==> src/rtl/mips_ctrl_pkg.sv <==
// Shared constants for the multi-cycle MIPS sequencer: opcode/funct values,
// ALU operation encodings, sequencer state encodings and instruction classes.
package mips_ctrl_pkg;

    localparam logic [5:0] OP_RTYPE = 6'h00;
    localparam logic [5:0] OP_J     = 6'h02;
    localparam logic [5:0] OP_ADDI  = 6'h08;
    localparam logic [5:0] OP_SLTI  = 6'h0a;
    localparam logic [5:0] OP_ANDI  = 6'h0c;
    localparam logic [5:0] OP_ORI   = 6'h0d;
    localparam logic [5:0] OP_LW    = 6'h23;
    localparam logic [5:0] OP_SW    = 6'h2b;

    localparam logic [5:0] FN_JR    = 6'h08;
    localparam logic [5:0] FN_ADD   = 6'h20;
    localparam logic [5:0] FN_SUB   = 6'h22;
    localparam logic [5:0] FN_SUBU  = 6'h23;
    localparam logic [5:0] FN_AND   = 6'h24;
    localparam logic [5:0] FN_OR    = 6'h25;
    localparam logic [5:0] FN_NOR   = 6'h27;
    localparam logic [5:0] FN_SLT   = 6'h2a;

    typedef enum logic [3:0] {
        ALU_ADD  = 4'b0000,
        ALU_AND  = 4'b0001,
        ALU_NOR  = 4'b0011,
        ALU_OR   = 4'b0100,
        ALU_SLT  = 4'b0101,
        ALU_SUB  = 4'b0111,
        ALU_SUBU = 4'b1000,
        ALU_NONE = 4'b1111
    } alu_op_e;

    typedef enum logic [3:0] {
        ST_IDLE   = 4'd0,
        ST_FETCH  = 4'd1,
        ST_DECODE = 4'd2,
        ST_EXEC   = 4'd3,
        ST_MEM    = 4'd4,
        ST_WB     = 4'd5,
        ST_JUMP   = 4'd6,
        ST_TRAP   = 4'd7
    } seq_state_e;

    typedef enum logic [2:0] {
        CLS_RTYPE,
        CLS_ITYPE,
        CLS_LOAD,
        CLS_STORE,
        CLS_JUMP,
        CLS_ILLEGAL
    } instr_class_e;

    function automatic logic is_mem_class(input instr_class_e c);
        return (c == CLS_LOAD) || (c == CLS_STORE);
    endfunction

endpackage

==> src/rtl/mips_seq_decode.sv <==
// Combinational instruction decoder: maps opcode/funct to an instruction
// class and the datapath controls that depend only on the instruction.
module mips_seq_decode
    import mips_ctrl_pkg::*;
(
    input  logic [5:0]   opcode,
    input  logic [5:0]   funct,
    output instr_class_e iclass,
    output alu_op_e      alu_op,
    output logic         alu_src,
    output logic         reg_dst,
    output logic         mem_to_reg,
    output logic         legal
);

    // Class and ALU operation lookup; anything unlisted is illegal.
    always_comb begin
        iclass = CLS_ILLEGAL;
        alu_op = ALU_NONE;
        case (opcode)
            OP_RTYPE: begin
                case (funct)
                    FN_ADD:  begin iclass = CLS_RTYPE; alu_op = ALU_ADD;  end
                    FN_SUB:  begin iclass = CLS_RTYPE; alu_op = ALU_SUB;  end
                    FN_SUBU: begin iclass = CLS_RTYPE; alu_op = ALU_SUBU; end
                    FN_AND:  begin iclass = CLS_RTYPE; alu_op = ALU_AND;  end
                    FN_OR:   begin iclass = CLS_RTYPE; alu_op = ALU_OR;   end
                    FN_NOR:  begin iclass = CLS_RTYPE; alu_op = ALU_NOR;  end
                    FN_SLT:  begin iclass = CLS_RTYPE; alu_op = ALU_SLT;  end
                    FN_JR:   iclass = CLS_JUMP;
                    default: iclass = CLS_ILLEGAL;
                endcase
            end
            OP_J:    iclass = CLS_JUMP;
            OP_ADDI: begin iclass = CLS_ITYPE; alu_op = ALU_ADD; end
            OP_ANDI: begin iclass = CLS_ITYPE; alu_op = ALU_AND; end
            OP_ORI:  begin iclass = CLS_ITYPE; alu_op = ALU_OR;  end
            OP_SLTI: begin iclass = CLS_ITYPE; alu_op = ALU_SLT; end
            OP_LW:   begin iclass = CLS_LOAD;  alu_op = ALU_ADD; end
            OP_SW:   begin iclass = CLS_STORE; alu_op = ALU_ADD; end
            default: iclass = CLS_ILLEGAL;
        endcase
    end

    assign alu_src    = (iclass == CLS_ITYPE) || is_mem_class(iclass);
    assign reg_dst    = (iclass == CLS_RTYPE);
    assign mem_to_reg = (iclass == CLS_LOAD);
    assign legal      = (iclass != CLS_ILLEGAL);

endmodule

==> src/rtl/mips_multicycle_sequencer.sv <==
// Multi-cycle control FSM for the MIPS datapath. One shared memory port
// serves instruction fetch and lw/sw data accesses.
// Optional retired-instruction counter: define MIPS_SEQ_INSTR_COUNT_EN.
//
// state  | meaning
// IDLE   | stopped at an instruction boundary, waiting for run
// FETCH  | read instruction at PC; IR/PC load on mem_ready
// DECODE | register read, latch opcode/funct, pick the path
// EXEC   | ALU operation
// MEM    | lw/sw data access, held until mem_ready
// WB     | register file write, retire
// JUMP   | load jump target into PC, retire
// TRAP   | illegal instruction or memory timeout; left only by reset
//
// The wait counter counts stalled cycles in FETCH/MEM. The cycle on which it
// equals MEM_WAIT_MAX is the last chance: mem_ready there completes normally,
// otherwise the FSM traps with timeout set.
module mips_multicycle_sequencer
    import mips_ctrl_pkg::*;
#(
    parameter int MEM_WAIT_MAX = 15,
    parameter int WAIT_W       = 8
) (
    input  logic        clk,
    input  logic        reset,
    input  logic        run,
    input  logic [5:0]  Opcode,
    input  logic [5:0]  Function,
    input  logic        mem_ready,
    output logic        PCWrite,
    output logic        IRWrite,
    output logic        IorD,
    output logic        MemRead,
    output logic        MemWrite,
    output logic        RegRead,
    output logic        RegWrite,
    output logic        RegDst,
    output logic        ALUsrc,
    output logic        MemtoReg,
    output logic        Muxif,
    output logic [3:0]  ALU_Op,
    output logic [3:0]  state,
    output logic        busy,
    output logic        illegal,
    output logic        timeout,
    output logic [31:0] retired_cnt
);

    seq_state_e        state_q, state_d;
    logic [5:0]        op_q, fn_q;
    logic [WAIT_W-1:0] wait_q, wait_d;
    logic              illegal_q, illegal_d;
    logic              timeout_q, timeout_d;
    logic              wait_limit;

    logic [5:0]        dec_op, dec_fn;
    instr_class_e      iclass;
    alu_op_e           dec_alu_op;
    logic              dec_alu_src, dec_reg_dst, dec_mem_to_reg, dec_legal;

    // DECODE looks at the live IR; later states use the copy latched there.
    assign dec_op = (state_q == ST_DECODE) ? Opcode   : op_q;
    assign dec_fn = (state_q == ST_DECODE) ? Function : fn_q;

    mips_seq_decode u_decode (
        .opcode     (dec_op),
        .funct      (dec_fn),
        .iclass     (iclass),
        .alu_op     (dec_alu_op),
        .alu_src    (dec_alu_src),
        .reg_dst    (dec_reg_dst),
        .mem_to_reg (dec_mem_to_reg),
        .legal      (dec_legal)
    );

    assign wait_limit = (wait_q == WAIT_W'(MEM_WAIT_MAX));

    // State, latched instruction fields, wait counter and sticky flags.
    always_ff @(posedge clk) begin
        if (reset) begin
            state_q   <= ST_IDLE;
            op_q      <= '0;
            fn_q      <= '0;
            wait_q    <= '0;
            illegal_q <= 1'b0;
            timeout_q <= 1'b0;
        end else begin
            state_q   <= state_d;
            wait_q    <= wait_d;
            illegal_q <= illegal_d;
            timeout_q <= timeout_d;
            if (state_q == ST_DECODE) begin
                op_q <= Opcode;
                fn_q <= Function;
            end
        end
    end

    // Next-state and Moore output decode; IRWrite/PCWrite in FETCH follow mem_ready.
    always_comb begin
        state_d   = state_q;
        wait_d    = '0;
        illegal_d = illegal_q;
        timeout_d = timeout_q;
        PCWrite   = 1'b0;
        IRWrite   = 1'b0;
        IorD      = 1'b0;
        MemRead   = 1'b0;
        MemWrite  = 1'b0;
        RegRead   = 1'b0;
        RegWrite  = 1'b0;
        RegDst    = 1'b0;
        ALUsrc    = 1'b0;
        MemtoReg  = 1'b0;
        Muxif     = 1'b0;
        ALU_Op    = ALU_NONE;
        case (state_q)
            ST_IDLE: begin
                if (run) state_d = ST_FETCH;
            end
            ST_FETCH: begin
                MemRead = 1'b1;
                if (mem_ready) begin
                    IRWrite = 1'b1;
                    PCWrite = 1'b1;
                    state_d = ST_DECODE;
                end else if (wait_limit) begin
                    state_d   = ST_TRAP;
                    timeout_d = 1'b1;
                end else begin
                    wait_d = wait_q + 1'b1;
                end
            end
            ST_DECODE: begin
                RegRead = 1'b1;
                if (!dec_legal) begin
                    state_d   = ST_TRAP;
                    illegal_d = 1'b1;
                end else if (iclass == CLS_JUMP) begin
                    state_d = ST_JUMP;
                end else begin
                    state_d = ST_EXEC;
                end
            end
            ST_EXEC: begin
                ALU_Op  = dec_alu_op;
                ALUsrc  = dec_alu_src;
                state_d = is_mem_class(iclass) ? ST_MEM : ST_WB;
            end
            ST_MEM: begin
                IorD     = 1'b1;
                ALU_Op   = dec_alu_op;
                MemRead  = (iclass == CLS_LOAD);
                MemWrite = (iclass == CLS_STORE);
                if (mem_ready) begin
                    if (iclass == CLS_LOAD) state_d = ST_WB;
                    else                    state_d = run ? ST_FETCH : ST_IDLE;
                end else if (wait_limit) begin
                    state_d   = ST_TRAP;
                    timeout_d = 1'b1;
                end else begin
                    wait_d = wait_q + 1'b1;
                end
            end
            ST_WB: begin
                RegWrite = 1'b1;
                RegDst   = dec_reg_dst;
                MemtoReg = dec_mem_to_reg;
                ALU_Op   = dec_alu_op;
                state_d  = run ? ST_FETCH : ST_IDLE;
            end
            ST_JUMP: begin
                Muxif   = 1'b1;
                PCWrite = 1'b1;
                state_d = run ? ST_FETCH : ST_IDLE;
            end
            ST_TRAP: begin
                state_d = ST_TRAP;
            end
            default: state_d = ST_IDLE;
        endcase
    end

    assign state   = state_q;
    assign busy    = (state_q != ST_IDLE) && (state_q != ST_TRAP);
    assign illegal = illegal_q;
    assign timeout = timeout_q;

`ifdef MIPS_SEQ_INSTR_COUNT_EN
    logic        retire;
    logic [31:0] retired_q;

    assign retire = (state_q == ST_WB) || (state_q == ST_JUMP) ||
                    ((state_q == ST_MEM) && mem_ready && (iclass == CLS_STORE));

    // Saturating count of retired instructions.
    always_ff @(posedge clk) begin
        if (reset)                             retired_q <= '0;
        else if (retire && (retired_q != '1))  retired_q <= retired_q + 32'd1;
    end

    assign retired_cnt = retired_q;
`else
    assign retired_cnt = '0;
`endif

endmodule

==> config.mk <==
export PLATFORM = sky130hd
export DESIGN_NAME = mips_multicycle_sequencer
export DESIGN_NICKNAME = d
export VERILOG_FILES = /design/src/rtl/mips_ctrl_pkg.sv /design/src/rtl/mips_seq_decode.sv /design/src/rtl/mips_multicycle_sequencer.sv
export SDC_FILE = /design/constraint.sdc
export NUM_CORES = 1
export LEC_CHECK = 0
export CORE_MARGIN = 5
export CORE_UTILIZATION = 50
export CTS_CLUSTER_DIAMETER = 50
export DETAILED_ROUTE_END_ITERATION = 8
export GPL_TIMING_DRIVEN = 0
export PLACE_DENSITY = 0.86
export SYNTH_ARGS = -nofsm -noshare
export SYNTH_HDL_FRONTEND = slang
export SYNTH_SLANG_ARGS = --single-unit
==> constraint.sdc <==
create_clock -name clk -period 6 [get_ports clk]
set_input_delay 0.6 -clock clk [delete_from_list [all_inputs] [get_ports clk]]
set_output_delay 0.6 -clock clk [all_outputs]
set_load 0.02 [all_outputs]
### Word level (Yosys, flattened, before mapping)

Cells that the tools add are included.
W data, S select, Z words.

* flip-flop bits (word level): 26
* input bits: 16
* output and inout port bits: 54
* word-level logic and storage cells: 85

* add/subtract/negate cells: 1
* eq/ne operators: 30
* multiplexer cells: 29
* bitwise logic cells: 3
* reductions and logical operators: 16

Operators with widths (number)
* $pmux W4 S7: 2
* $eq A6 B6 Y1 const B: 9
* $eq A6 B4 Y1 const B: 5
* $mux W4: 5
* $pmux W4 S5: 1
* $eq A4 B3 Y1 const B: 4
* $pmux W3 S5: 1
* $mux W1: 12
* $mux W6: 2
* $mux W3: 3
* $add A8 B1 Y8 const B: 1
* $eq A4 B2 Y1 const B: 2
* $eq A8 B4 Y1 const B: 1
* $reduce_or A4 Y1: 2
* $reduce_or A7 Y1: 1
* $eq A3 B2 Y1 const B: 2
* $eq A6 B2 Y1 const B: 1
* $logic_not A6 Y1: 1
* $pmux W3 S2: 1
* $reduce_or A3 Y1: 2
* $eq A4 B1 Y1 const B: 1
* $logic_not A4 Y1: 1
* $ne A4 B3 Y1 const B: 1
* $pmux W1 S2: 2
* other kinds (12): 16

### Depth between registers and ports, before layout

* depth after elaboration: 10
* mapped depth: 9
* gate-level depth less buffers: 7

### Modules after synthesis

A second synthesis with hierarchy kept.

* cells, all modules: 239
* area total of the unflattened synthesis: 1953.1 sq um

By module, submodules not included
* mips_multicycle_sequencer: instances 1, cells each 178, area each 1532.7 sq um, seq. area each 520.5 sq um
* mips_seq_decode: instances 1, cells each 61, area each 420.4 sq um, seq. area each 0.0 sq um

### Least setup slack after synthesis

Ideal clock, no wire load.

* kind: register to output
* start: reg state_q[1], in the netlist state[1]
* end: out ALUsrc
* arrival time: 2.541 ns
* required time: 5.400 ns
* path slack: 2.859 ns
* cell stages (with the launch flop): 8
* buffers on the path: 1
* cell sequence: dfxtp_1 > or4b_1 > clkbuf_1 > or4_1 > o41a_1 > o211ai_1 > nand2_1 > a211oi_1

* word-level cells in the longest chain between the ends: 10
* elaborated cells between the ends (all ways): 30
* classes of those cells: eq/ne: 20; mux: 5; reduce/logical: 5

Ends and longest elaborated chain
* from (decl): line mips_multicycle_sequencer.sv:49 `seq_state_e state_q, state_d;`
* from (signal assigned): line mips_multicycle_sequencer.sv:88 `state_q <= state_d;`
* $eq A4 B2 Y1: line mips_multicycle_sequencer.sv:62, mips_multicycle_sequencer.sv:63
* $mux W6
* $eq A6 B6 Y1: line mips_seq_decode.sv:22 `case (funct)`
* $reduce_or A7 Y1 (no line)
* $pmux W3 S2: line mips_seq_decode.sv:22
* $pmux W3 S5: line mips_seq_decode.sv:20 `case (opcode)`
* $eq A3 B2 Y1: line mips_ctrl_pkg.sv:55 `return (c == CLS_LOAD) || (c == CLS_STORE);`
* $logic_or A1 B1 Y1: line mips_ctrl_pkg.sv:55
* $logic_or A1 B1 Y1: line mips_seq_decode.sv:45 `assign alu_src = (iclass == CLS_ITYPE) || is_mem_class(iclass);`
* $mux W1 *: line mips_multicycle_sequencer.sv:117 `case (state_q)`
* to (decl): line mips_multicycle_sequencer.sv:38 `output logic ALUsrc,`

Mark *: on every way between the ends. The rest lies on a longest branch, timed or not.

### Worst setup path after layout

* start: reg state_q[1], in the netlist state[1]
* end: out ALU_Op[0]

* word-level cells in the longest chain between the ends: 6
* elaborated cells between the ends (all ways): 25
* classes of those cells: eq/ne: 17; mux: 5; reduce/logical: 3

Ends and longest elaborated chain
* $eq A4 B2 Y1: line mips_multicycle_sequencer.sv:62, mips_multicycle_sequencer.sv:63
* $mux W6
* $eq A6 B6 Y1 (tied with other cells): line mips_seq_decode.sv:22
* $pmux W4 S7 / $reduce_or A3 Y1 (equally long branches)
* $pmux W4 S5: line mips_seq_decode.sv:20
* $mux W4 *: line mips_multicycle_sequencer.sv:117
* to (decl): line mips_multicycle_sequencer.sv:41 `output logic [3:0] ALU_Op,`

Marked as above.

==> reports/qor.yml <==
grt_pass1_vias: 1831
cts_resized: 0
cts_buffers: 3
crit_type: "reg -> out"
power_density_nw_per_um2: 148
drive_above_1_share: 0.129
ff_latch_area_um2: 520
antenna_found_initial: 0
min_period_ns: 4.05
diodes: 0
status: "complete, no violations"
total_power_uw: 391
dp_slack_ns: 2.14
cts.sinks: 26
cts-htree-levels: 1
vias_per_cell: 5.23
tightest_slew_ns: 0.662
port_buffers: 33
tritoncts: "built"
cts_hold_buf: 0
cp.arrival_ns: 3.45
final_cell_area_um2: 2640
irDropWorstVdd_mv: 0.0834
wl_per_cell_um: 12.9
synthArstFlopShare: 0
hold_ws_ns: 0.455
cts_setup_buffers: 0
placed_cell_area_um2: 2570
rsz0062_at_grt: "false"
ioPinCount: 70
highest_layer: "met4"
tns_ns: 0
worst_slack_ns: 1.95
start_util: 0.513
netlist_area_um2: 2050
synth_edf_count: 0
multiInputGateArea_um2: 1340
clock_skew_ns: 0.00192
dr_wl_met3_um: 470
avgSynthCellArea_um2: 7.36
clock_latency_ns: 0.27
antenna_left: 0
met1Wirelength_um: 2170
totalWireLength_um: 5150
p_leak_nw: 1.05
grt_pass1_wl_um: 8120
synth_cell_types: 54
ys_ff_latch: 26
ys_seq_area_frac: 0.254
r2r_cells: 7
hold_viol: 0
core_um2: 4000
hold_path_depth: 1
fp-row-count: 23
areaGrowthSynthToFinish_pct: 28.5
clockBufferDepth: 2
route.detailed.drc: 0
die-height_um: 74.1
maxSlewHeadroom: 0.553
routabilityCongestion: 0.932
worstSetupEndpointType: "primary output"
fin_nets: 366
hold_path.class: "reg -> reg"
clkTransAtPathRegs_ns: 0.09
synth_cells: 279
met2_length_um: 2470
cp-start-kind: "register"
synthFlopType: "dfxtp_1"
critPathMaxFanout: 10
grt_start_max_net_pins: 16
track_usage: 0.183
slew_violations: 0
gr-total-overflow: 0
die_area_um2: 5490
critical_path_required_ns: 5.40
setup_violations: 0
finalCritPeriodShare: 0.675
layout_common_cells: "33 x conb_1, 33 x clkdlybuf4s50_1, 32 x buf_4, 29 x nand2_1, 29 x nor2_1"
die_w_um: 74.1
fmax_mhz: 247
root_buffer: "clkbuf_8"
firstDrtPassIters: 4
vias: 2083
drt_iter0_drc: 176
dp_hpwl_um: 4040
drv_cap: 0
nFillCells: 353
yosysWarnings: 0
power by group:
part | internal [mW] | switching [mW]
sequential | 0.173 | 0.000859
combinational | 0.0297 | 0.0401
clock | 0.0893 | 0.0582
total | 0.292 | 0.0992
synth_stat cells (all sizes together) (2+ instances only):
| cell type | count | area [um^2] |
|---|---|---|
| a21oi | 15 | 75.1 |
| a211oi | 3 | 22.5 |
| nand4b | 2 | 17.5 |
| xnor2 | 5 | 43.8 |
| or3 | 5 | 31.3 |
| mux2i | 4 | 40.0 |
| a2111oi | 3 | 32.5 |
| o21ai | 14 | 70.1 |
| o41a | 2 | 22.5 |
| and3b | 3 | 26.3 |
| nand3 | 14 | 70.1 |
| buf | 33 | 244 |
| o22ai | 3 | 25.0 |
| nand3b | 4 | 30.0 |
| nand2 | 29 | 109 |
| nor3b | 4 | 30.0 |
| or2 | 2 | 12.5 |
| clkbuf | 14 | 52.6 |
| or4 | 4 | 33.8 |
| inv | 5 | 18.8 |
| nor2 | 29 | 109 |
| o31ai | 2 | 15.0 |
| nor4 | 5 | 31.3 |
| dfxtp | 26 | 521 |
| nor2b | 5 | 31.3 |
| o211ai | 3 | 22.5 |
| xor2 | 7 | 61.3 |
| nand2b | 8 | 50.1 |
| nor3 | 7 | 35.0 |
worst max-delay path, stage by stage (launching register included):
cell and delay, ns:
dfxtp_1 0.49, or4b_1 0.46, clkbuf_1 0.18, inv_2 0.16, clkbuf_1 0.38, mux2i_1 0.43
o21ai_0 0.19, o21ai_0 0.23, nand3_1 0.11, clkdlybuf4s50_1 0.55
sequential cells by signal, summed over array words and instances, names as in the netlist:
register  flops
op_q          6
state         4
illegal       1
fn_q          6
wait_q        8
timeout       1
kinds of logic after synthesis:
kind of cell    synth area share
other cells              0.00183
xor+xnor                  0.0512
buf+inv                    0.154
compound gates             0.192
mux                       0.0250
simple gates               0.317
fa+ha+maj                0.00609
flops                      0.254
routing by layer:
metal / up-vias / track usage
met5: - / 0
met4: 0 / 0.0563
met3: 4 / 0.0284
met2: 84 / 0.316
met1: 935 / 0.235
li1: 1060 / -
per-stage QoR:
step | instances | utilization
6_report | 398 | 0.659
3_3_place_gp | 394 | 0.642
4_1_cts | 398 | 0.659
2_1_floorplan | 311 | -
5_1_grt | 398 | 0.659
3_5_place_dp | 394 | 0.642
cell type report:
cell class	count	share of cell area
Clock inverter	1	0.0114
Buffer	47	0.112
Inverter	5	0.00712
Sequential cell	26	0.197
Timing Repair Buffer	33	0.125
Clock buffer	3	0.0157
Multi-Input combinational cell	233	0.507
Tap cell	50	0.0237
worst paths after layout:
path | from | slack, ns | end
worst min register to register | wait_q[0] | 0.45 | wait_q[0]
worst min-delay path | wait_q[0] | 0.45 | wait_q[0]
worst max-delay path | state[1] | 1.95 | ALU_Op[0]
worst max register to register | state[1] | 3.39 | state[2]
Power figures use the tool's default switching activity.
